$ cat src/rtl/dl_pkg.sv
// Shared types and width helpers for the tapped-delay-line capture path.
// Imported by dl_capture_ctrl and dl_therm_encode.
package dl_pkg;

    typedef enum logic [2:0] {
        IDLE    = 3'd0,
        SETTLE  = 3'd1,
        CAPTURE = 3'd2,
        ENCODE  = 3'd3,
        VALID   = 3'd4
    } dl_ctrl_sm_t;

    typedef enum logic {
        SRC_EXT  = 1'b0,
        SRC_AUTO = 1'b1
    } dl_src_t;

    localparam int unsigned DL_LENGTH_DEFAULT = 16;

    // Width of an edge position: 0..len inclusive.
    function automatic int unsigned dl_pos_width(input int unsigned len);
        return $clog2(len + 1);
    endfunction

    // One counter is shared by the settle and capture phases.
    function automatic int unsigned dl_cnt_width(input int unsigned settle,
                                                 input int unsigned len);
        int unsigned longest;
        longest = (settle > len) ? settle : len;
        return (longest > 1) ? $clog2(longest) : 1;
    endfunction

    function automatic int unsigned dl_tmr_width(input int unsigned period);
        return (period > 1) ? $clog2(period) : 1;
    endfunction

endpackage

$ cat src/rtl/dl_therm_encode.sv
// Combinational thermometer encoder: counts captured bits that match the launch level.
// With DL_CAPTURE_CTRL_BUBBLE_CHECK_EN it also flags vectors with more than one transition.
module dl_therm_encode
    import dl_pkg::*;
#(
    parameter int unsigned P_DL_LENGTH = DL_LENGTH_DEFAULT
) (
    input  logic [P_DL_LENGTH-1:0]               data,
    input  logic                                 level,
`ifdef DL_CAPTURE_CTRL_BUBBLE_CHECK_EN
    output logic                                 bubble,
`endif
    output logic [dl_pos_width(P_DL_LENGTH)-1:0] pos
);

    localparam int unsigned POS_W = dl_pos_width(P_DL_LENGTH);

    logic [P_DL_LENGTH-1:0] match;

    assign match = ~(data ^ {P_DL_LENGTH{level}});

    always_comb begin
        pos = '0;
        for (int i = 0; i < int'(P_DL_LENGTH); i++) begin
            pos = pos + POS_W'(match[i]);
        end
    end

`ifdef DL_CAPTURE_CTRL_BUBBLE_CHECK_EN
    logic [POS_W-1:0] edges;

    // A clean thermometer code has at most one boundary between adjacent taps.
    always_comb begin
        edges = '0;
        for (int i = 0; i < int'(P_DL_LENGTH) - 1; i++) begin
            edges = edges + POS_W'(data[i] ^ data[i+1]);
        end
        bubble = (edges > POS_W'(1));
    end
`endif

endmodule

$ cat src/rtl/dl_capture_ctrl.sv
// Delay-line capture sequencer: arbitrates external/periodic requests, launches, captures, encodes.
// Define DL_CAPTURE_CTRL_BUBBLE_CHECK_EN to add the o_res_bubble output.
module dl_capture_ctrl
    import dl_pkg::*;
#(
    parameter int unsigned P_DL_LENGTH = 16,
    parameter int unsigned P_SETTLE    = 2,
    parameter int unsigned P_PERIOD    = 1000
) (
    input  logic                                 i_clk,
    input  logic                                 i_nrst,
    input  logic                                 i_req_ext,
    input  logic                                 i_auto_en,
    output logic                                 o_dl_tx,
    output logic                                 o_cap_en,
    input  logic [P_DL_LENGTH-1:0]               i_cap_data,
    output logic                                 o_res_valid,
    input  logic                                 i_res_ready,
    output logic [dl_pos_width(P_DL_LENGTH)-1:0] o_res_pos,
    output logic                                 o_res_rise,
    output logic                                 o_res_src,
`ifdef DL_CAPTURE_CTRL_BUBBLE_CHECK_EN
    output logic                                 o_res_bubble,
`endif
    output logic                                 o_drop,
    output logic                                 o_busy
);

    localparam int unsigned POS_W = dl_pos_width(P_DL_LENGTH);
    localparam int unsigned CNT_W = dl_cnt_width(P_SETTLE, P_DL_LENGTH);
    localparam int unsigned TMR_W = dl_tmr_width(P_PERIOD);

    localparam logic [CNT_W-1:0] SETTLE_LAST  = CNT_W'(P_SETTLE - 1);
    localparam logic [CNT_W-1:0] CAPTURE_LAST = CNT_W'(P_DL_LENGTH - 1);
    localparam logic [TMR_W-1:0] TIMER_LAST   = TMR_W'(P_PERIOD - 1);

    dl_ctrl_sm_t      state_q, state_d;
    logic [CNT_W-1:0] cnt_q, cnt_d;
    logic [TMR_W-1:0] timer_q, timer_d;
    logic             ext_pend_q, ext_pend_d;
    logic             auto_pend_q, auto_pend_d;
    logic             prio_auto_q, prio_auto_d;
    logic             dl_tx_q, dl_tx_d;
    dl_src_t          src_q, src_d;
    logic [POS_W-1:0] res_pos_q, res_pos_d;
    logic             res_rise_q, res_rise_d;
    logic             res_src_q, res_src_d;
    logic             drop_q, drop_d;

    logic             grant_ext, grant_auto, grant;
    logic             auto_req;
    logic [POS_W-1:0] enc_pos;

`ifdef DL_CAPTURE_CTRL_BUBBLE_CHECK_EN
    logic             enc_bubble;
    logic             res_bubble_q, res_bubble_d;
`endif

    dl_therm_encode #(
        .P_DL_LENGTH(P_DL_LENGTH)
    ) u_encode (
        .data  (i_cap_data),
        .level (dl_tx_q),
`ifdef DL_CAPTURE_CTRL_BUBBLE_CHECK_EN
        .bubble(enc_bubble),
`endif
        .pos   (enc_pos)
    );

    assign auto_req = i_auto_en && (timer_q == TIMER_LAST);

    // Round-robin: prio_auto_q is set after an external grant so a tie then goes to auto.
    always_comb begin
        grant_ext  = 1'b0;
        grant_auto = 1'b0;
        if (state_q == IDLE) begin
            if (ext_pend_q && auto_pend_q) begin
                grant_auto = prio_auto_q;
                grant_ext  = !prio_auto_q;
            end else begin
                grant_ext  = ext_pend_q;
                grant_auto = auto_pend_q;
            end
        end
    end

    assign grant = grant_ext || grant_auto;

    // Request latching; a request arriving as its flag is granted away is kept, not dropped.
    always_comb begin
        timer_d     = '0;
        if (i_auto_en) begin
            timer_d = (timer_q == TIMER_LAST) ? '0 : timer_q + TMR_W'(1);
        end
        ext_pend_d  = i_req_ext || (ext_pend_q && !grant_ext);
        auto_pend_d = i_auto_en && (auto_req || (auto_pend_q && !grant_auto));
        drop_d      = (i_req_ext && ext_pend_q && !grant_ext) ||
                      (auto_req && auto_pend_q && !grant_auto);
        prio_auto_d = grant ? grant_ext : prio_auto_q;
    end

    always_comb begin
        state_d    = state_q;
        cnt_d      = cnt_q;
        dl_tx_d    = dl_tx_q;
        src_d      = src_q;
        res_pos_d  = res_pos_q;
        res_rise_d = res_rise_q;
        res_src_d  = res_src_q;
`ifdef DL_CAPTURE_CTRL_BUBBLE_CHECK_EN
        res_bubble_d = res_bubble_q;
`endif
        case (state_q)
            IDLE: begin
                if (grant) begin
                    state_d = SETTLE;
                    cnt_d   = '0;
                    dl_tx_d = !dl_tx_q;
                    src_d   = grant_auto ? SRC_AUTO : SRC_EXT;
                end
            end
            SETTLE: begin
                if (cnt_q == SETTLE_LAST) begin
                    state_d = CAPTURE;
                    cnt_d   = '0;
                end else begin
                    cnt_d = cnt_q + CNT_W'(1);
                end
            end
            CAPTURE: begin
                if (cnt_q == CAPTURE_LAST) begin
                    state_d = ENCODE;
                    cnt_d   = '0;
                end else begin
                    cnt_d = cnt_q + CNT_W'(1);
                end
            end
            ENCODE: begin
                state_d    = VALID;
                res_pos_d  = enc_pos;
                res_rise_d = dl_tx_q;
                res_src_d  = (src_q == SRC_AUTO);
`ifdef DL_CAPTURE_CTRL_BUBBLE_CHECK_EN
                res_bubble_d = enc_bubble;
`endif
            end
            VALID: begin
                if (i_res_ready) begin
                    state_d = IDLE;
                end
            end
            default: begin
                state_d = IDLE;
            end
        endcase
    end

    always_ff @(posedge i_clk or negedge i_nrst) begin
        if (!i_nrst) begin
            state_q     <= IDLE;
            cnt_q       <= '0;
            timer_q     <= '0;
            ext_pend_q  <= 1'b0;
            auto_pend_q <= 1'b0;
            prio_auto_q <= 1'b0;
            dl_tx_q     <= 1'b1;
            src_q       <= SRC_EXT;
            res_pos_q   <= '0;
            res_rise_q  <= 1'b0;
            res_src_q   <= 1'b0;
            drop_q      <= 1'b0;
        end else begin
            state_q     <= state_d;
            cnt_q       <= cnt_d;
            timer_q     <= timer_d;
            ext_pend_q  <= ext_pend_d;
            auto_pend_q <= auto_pend_d;
            prio_auto_q <= prio_auto_d;
            dl_tx_q     <= dl_tx_d;
            src_q       <= src_d;
            res_pos_q   <= res_pos_d;
            res_rise_q  <= res_rise_d;
            res_src_q   <= res_src_d;
            drop_q      <= drop_d;
        end
    end

`ifdef DL_CAPTURE_CTRL_BUBBLE_CHECK_EN
    always_ff @(posedge i_clk or negedge i_nrst) begin
        if (!i_nrst) begin
            res_bubble_q <= 1'b0;
        end else begin
            res_bubble_q <= res_bubble_d;
        end
    end

    assign o_res_bubble = res_bubble_q;
`endif

    assign o_dl_tx     = dl_tx_q;
    assign o_cap_en    = (state_q == CAPTURE);
    assign o_res_valid = (state_q == VALID);
    assign o_busy      = (state_q != IDLE);
    assign o_res_pos   = res_pos_q;
    assign o_res_rise  = res_rise_q;
    assign o_res_src   = res_src_q;
    assign o_drop      = drop_q;

endmodule

$ cat config.mk
export PLATFORM = sky130hd
export DESIGN_NAME = dl_capture_ctrl
export DESIGN_NICKNAME = d
export VERILOG_FILES = /design/src/rtl/dl_pkg.sv /design/src/rtl/dl_therm_encode.sv /design/src/rtl/dl_capture_ctrl.sv
export SDC_FILE = /design/constraint.sdc
export NUM_CORES = 1
export LEC_CHECK = 0
export ABC_AREA = 1
export ABC_CLOCK_PERIOD_IN_PS = 5900
export CAP_MARGIN = 20
export CORE_MARGIN = 2
export CORE_UTILIZATION = 35
export DETAILED_ROUTE_END_ITERATION = 12
export GPL_ROUTABILITY_DRIVEN = 0
export GPL_TIMING_DRIVEN = 0
export PLACE_DENSITY = 0.64
export SYNTH_ARGS = -nofsm -noshare
export SYNTH_HDL_FRONTEND = slang
export SYNTH_SLANG_ARGS = --single-unit
$ cat constraint.sdc
create_clock -name i_clk -period 5.9 [get_ports i_clk]
set_input_delay 1.475 -clock i_clk [delete_from_list [all_inputs] [get_ports i_clk]]
set_output_delay 1.475 -clock i_clk [all_outputs]
set_load 0.005 [all_outputs]
# ---- After elaboration in Yosys (flattened, before gate mapping)
# Cells that the tools add are included.
dict set report classes {
  n_mux 16
  n_bitwise 2
  reduce_logical 23
  eq_ne 11
  add_sub_neg 17
}
# cell count
set op_table {}
lappend op_table {{$add 5x1->5} 14}
lappend op_table {{$mux 10} 2}
lappend op_table {{$not 16->16} 1}
lappend op_table {{$xor 16x16->16} 1}
lappend op_table {{$pmux 3 s5} 1}
lappend op_table {{$mux 3} 4}
lappend op_table {{$mux 4} 3}
lappend op_table {{$pmux 4 s3} 1}
lappend op_table {{$add 10x1->10 const B} 1}
lappend op_table {{$eq 10x10->1 const B} 1}
lappend op_table {{$logic_and 1x1->1} 9}
lappend op_table {{$eq 3x2->1 const B} 2}
lappend op_table {{$reduce_bool 3->1} 2}
lappend op_table {{$mux 1} 5}
lappend op_table {{$add 4x1->4 const B} 1}
lappend op_table {{$eq 4x1->1 const B} 1}
lappend op_table {{$eq 4x4->1 const B} 1}
lappend op_table {{$logic_not 1->1} 4}
lappend op_table {{$logic_or 1x1->1} 4}
lappend op_table {{$ne 2x1->1 const B} 2}
lappend op_table {{$ne 2x2->1 const B} 2}
lappend op_table {{$reduce_and 2->1} 2}
lappend op_table {{$reduce_and 4->1} 1}
lappend op_table {{$eq 3x1->1 const B} 1}
lappend op_table {{3 further kinds} 3}
dict set report word_totals {
  inputBits 21
  out_inout_bits 12
  register_bits 30
}

# ---- Depth between registers and ports, before layout
# Gate-level depths: netlist of the first run.
dict set report depth {
  depth_word 17
  depth_mapped 19
  depth_no_buf 17
}

# ---- Cells and area by module
# Synthesis of the first run repeated with hierarchy kept, for this count alone.
dict set report hier_totals {
  hier_cells 214
  hier_area_um2 1956.9
}
# module area_each_um2 instances cells_each
set by_module_without_submodules {}
lappend by_module_without_submodules {dl_capture_ctrl 1423.9 1 158}
lappend by_module_without_submodules {dl_therm_encode 533.0 1 56}

# ---- Least setup slack after synthesis of the first run
# OpenSTA, ideal clock, no wires.
dict set report synth_timing {
  kind {input to register}
  start {input port i_cap_data[0]}
  end {register res_pos_q[1], in the netlist o_res_pos[1]}
  t_required_ps 5783
  cell_stages 14
  arrival_ps 5057
  slack_ps 727
  path_cell_list {xnor2_1 -> ha_1 -> inv_1 -> fa_1 -> fa_1 -> fa_1 -> inv_1 -> fa_1 -> inv_1 -> fa_1 -> inv_1 -> fa_1 -> nand2_1 -> nand2_1}
}
dict set report synth_between {
  elab_chain_len 17
}
# item line_no
set synth_lines {}
lappend synth_lines {{start, declared} dl_capture_ctrl.sv:16} ;# input logic [P_DL_LENGTH-1:0] i_cap_data,
lappend synth_lines {{$xor 16x16->16} dl_therm_encode.sv:20} ;# assign match = ~(data ^ {P_DL_LENGTH{level}});
lappend synth_lines {{$not 16->16} dl_therm_encode.sv:20}
lappend synth_lines {{$add 1x1->2} dl_therm_encode.sv:25} ;# pos = pos + POS_W'(match[i]);
lappend synth_lines {{$add 5x1->5 (14 in series)} dl_therm_encode.sv:25}
lappend synth_lines {{net enc_pos[1]} dl_capture_ctrl.sv:52} ;# logic [POS_W-1:0] enc_pos;
lappend synth_lines {{end signal, assigned} dl_capture_ctrl.sv:181} ;# res_pos_q <= res_pos_d;
lappend synth_lines {{end, declared} dl_capture_ctrl.sv:45} ;# logic [POS_W-1:0] res_pos_q, res_pos_d;
# The timed path passes the listed nets, and every way through them passes these cells.
# A chain may end at the register's enable or synchronous reset.

# ---- Final worst setup path of the first run
dict set report layout_timing {
  start {input port i_cap_data[1]}
  end {register res_pos_q[1], in the netlist o_res_pos[1]}
}
# The elaborated chain is that of the path after synthesis.

==> metrics, run 1 <==
Cells after Synth 237; # clock sinks 30; Ys Warns 0; CTS max path bufs 2; DRT Pass-1 Iters 4; die area 0.00629 mm^2; setup_tns 0 ps; WHS 465 ps; first-pass GRT wire length 6620 um; fmax 184 MHz; post-layout minimum cycle time 5430 ps; area leader, netlist dfrtp_1; cts hold-fix bufs 0; Synth Register Bits 30; CP dominant cell by count fa_1; Clk Tree Root Cell clkbuf_8; Routed WL 3660 um; Critical Path RT 6080 ps; num ports 33; WS Path Type in -> reg; die width 79.3 um; max-cap viol count 0; wire per inst 10.5 um; R2R depth 16; Setup violations, final 0; top cells by area, synth dfrtp_1 37%, fa_1 10%, nand2_1 9.6%, inv_1 7.9%, ha_1 5.0%; Initial Utilization 0.360; antenna-violating nets left 0; Crit. End Element flip-flop; Syn Nets 276; num rows 27; pre-CTS setup slack 131 ps; vias in the first global route 1571; slew margin rel. 0.407; DPL Wire Length 2920 um; CP bufs+invs 5; crit path launch type input pin; GRT Total Usage 0.135; largest net degree at the start of global routing 20; Vias 1570; largest delay contributor family on the critical path adder cells; Final Slew Violations 0; total core area 0.00551 mm^2; nets 316; TritonCTS clock tree built; H-tree level count 2; count of different cell masters after synthesis 28; Worst Path Arrival 5610 ps; Mapped Area 0.00198 mm^2; Clock Skews 5.56 ps; DRC 0; final non-filler cell total 350; setup bufs post-CTS 0; Slew @ Worst Pin 886 ps; share of Yosys cell area claimed by the top area cell type 0.366; initial antenna violation count 0; Num CTS Buffers 5; WHS Path Cells 1; vias per cell 4.49; crit-path cells clkdlybuf4s50_1, xnor2_1, ha_1, inv_1, fa_1, fa_1, fa_1, inv_1, fa_1, inv_1, fa_1, inv_1, fa_1, nand2_1, nand2_1; layout cells sized above 1 0.0971; DRT iter0 DRCs 54; die height 79.3 um; Slowest cell on crit path fa_1; average size of a mapped cell 8.37 um^2; Final WS setup 466 ps; # diodes 0; Post-Place Cells 342; register area share after synthesis 0.379; Tcrit/Tclk final 0.921; final count of hold timing violations 0; Area Growth Syn to Fin 27.3%; Crit path largest cell delay 540 ps; status finished clean; Clk Latency, worst-skew pair 280 ps; RSZ-0062 raised after global routing false; PortBufs 32; clock-pin slew on the worst setup and hold paths 60 ps; CTS resizes 0; total grt overflow 0; crit path max fanout 2; CP Depth 15; worst hold path type reg -> reg
[worst register-to-register path, stage by stage, from the launching register on]
cell and delay [ps]:
dfstp_2 520, buf_2 230, buf_4 260, xnor2_1 110, ha_1 270, inv_1 50
fa_1 500, fa_1 510, fa_1 540, inv_1 50, fa_1 540, inv_1 60
fa_1 430, inv_1 80, fa_1 410, nand2_1 80, nand2_1 40
[logic make-up (layout without fill, tap and decap cells)]
family | Yosys count | count (layout) | synth area share
buf+inv | 45 | 86 | 0.0883
flops | 30 | 30 | 0.379
xor+xnor | 19 | 19 | 0.0839
simple gates | 107 | 107 | 0.245
fa+ha+maj | 18 | 18 | 0.151
compound gates | 18 | 18 | 0.0530
[state kept, by name (all words and copies together) (netlist names), 3 cells and up]
register / flops
timer_q: 10
cnt_q: 4
state_q: 3
o_res_pos: 5
[layout make-up]
type,count,area [um^2]
buffer,3,17.5
clock buffer,7,86.3
clock inverter,1,30.0
fill,543,2980
inverter,42,158
multi-input combinational,162,1060
sequential,30,752
tap,72,90.1
timing repair buffer,33,335
[cells in the mapped netlist]
| cell type | count |
|---|---|
| a21o_1 | 1 |
| a21oi_1 | 4 |
| and2_1 | 1 |
| buf_2 | 2 |
| buf_4 | 1 |
| dfrtp_1 | 29 |
| dfstp_2 | 1 |
| fa_1 | 10 |
| ha_1 | 8 |
| inv_1 | 42 |
| nand2_1 | 51 |
| nand2_2 | 3 |
| nand2_4 | 1 |
| nand3_1 | 12 |
| nand3_2 | 2 |
| nand4_1 | 4 |
| nor2_1 | 23 |
| nor2_2 | 6 |
| nor2_4 | 1 |
| nor3_1 | 2 |
| nor3b_1 | 1 |
| o21ai_0 | 6 |
| o21ai_1 | 3 |
| o21ai_2 | 2 |
| o21bai_1 | 1 |
| o31ai_1 | 1 |
| xnor2_1 | 11 |
| xor2_1 | 8 |
[per-layer routing]
layer | vias up | global-route usage | wire length, um
met4 | 0 | 0.0517 | 60
met5 | - | 0 | 0
li1 | 808 | - | -
met1 | 721 | 0.164 | 1650
met3 | 7 | 0.0330 | 181
met2 | 34 | 0.231 | 1770
[worst paths after layout]
| check | from | endpoint | slack, ps |
|---|---|---|---|
| max | i_cap_data[1] | o_res_pos[1]$_DFFE_PN0P_ | 470 |
| max reg2reg | o_dl_tx$_DFFE_PN1P_ | o_res_pos[1]$_DFFE_PN0P_ | 1120 |
| min in group asynchronous | i_nrst | o_res_pos[1]$_DFFE_PN0P_ | 1700 |
| max in group asynchronous | i_nrst | o_dl_tx$_DFFE_PN1P_ | 3530 |
| min reg2reg | timer_q[0]$_DFF_PN0_ | timer_q[0]$_DFF_PN0_ | 460 |
| min | timer_q[0]$_DFF_PN0_ | timer_q[0]$_DFF_PN0_ | 460 |
[cell usage in the layout, fill, tap and decap left out, types with 2 or more instances in the layout]
cell             Yosys  routed
nand2_1             51      51
inv_1               42      42
clkdlybuf4s50_1      0      32
dfrtp_1             29      29
nor2_1              23      23
nand3_1             12      12
xnor2_1             11      11
fa_1                10      10
xor2_1               8       8
ha_1                 8       8
nor2_2               6       6
o21ai_0              6       6
clkbuf_8             0       6
a21oi_1              4       4
nand4_1              4       4
nand2_2              3       3
o21ai_1              3       3
buf_2                2       2
nand3_2              2       2
nor3_1               2       2
o21ai_2              2       2
[metrics by stage]
stage | cell area, um^2 | util
global route | 2530 | 0.459
floorplan | 1980 | -
global placement | 2390 | 0.435
detailed placement | 2410 | 0.438
CTS | 2530 | 0.459
finish | 2530 | 0.459
Power of run 1 is not shown: default switching activity piles up to over one toggle a cycle in this logic, so the estimate is an artifact.
==> run 2: changes to the inputs <==
SETUP_SLACK_MARGIN = 0.2   (was not set)
==> results of run 2 <==
The final DEF is identical to that of run 1; final timing and power are the same.
Power of run 2 is left out for the same reason.
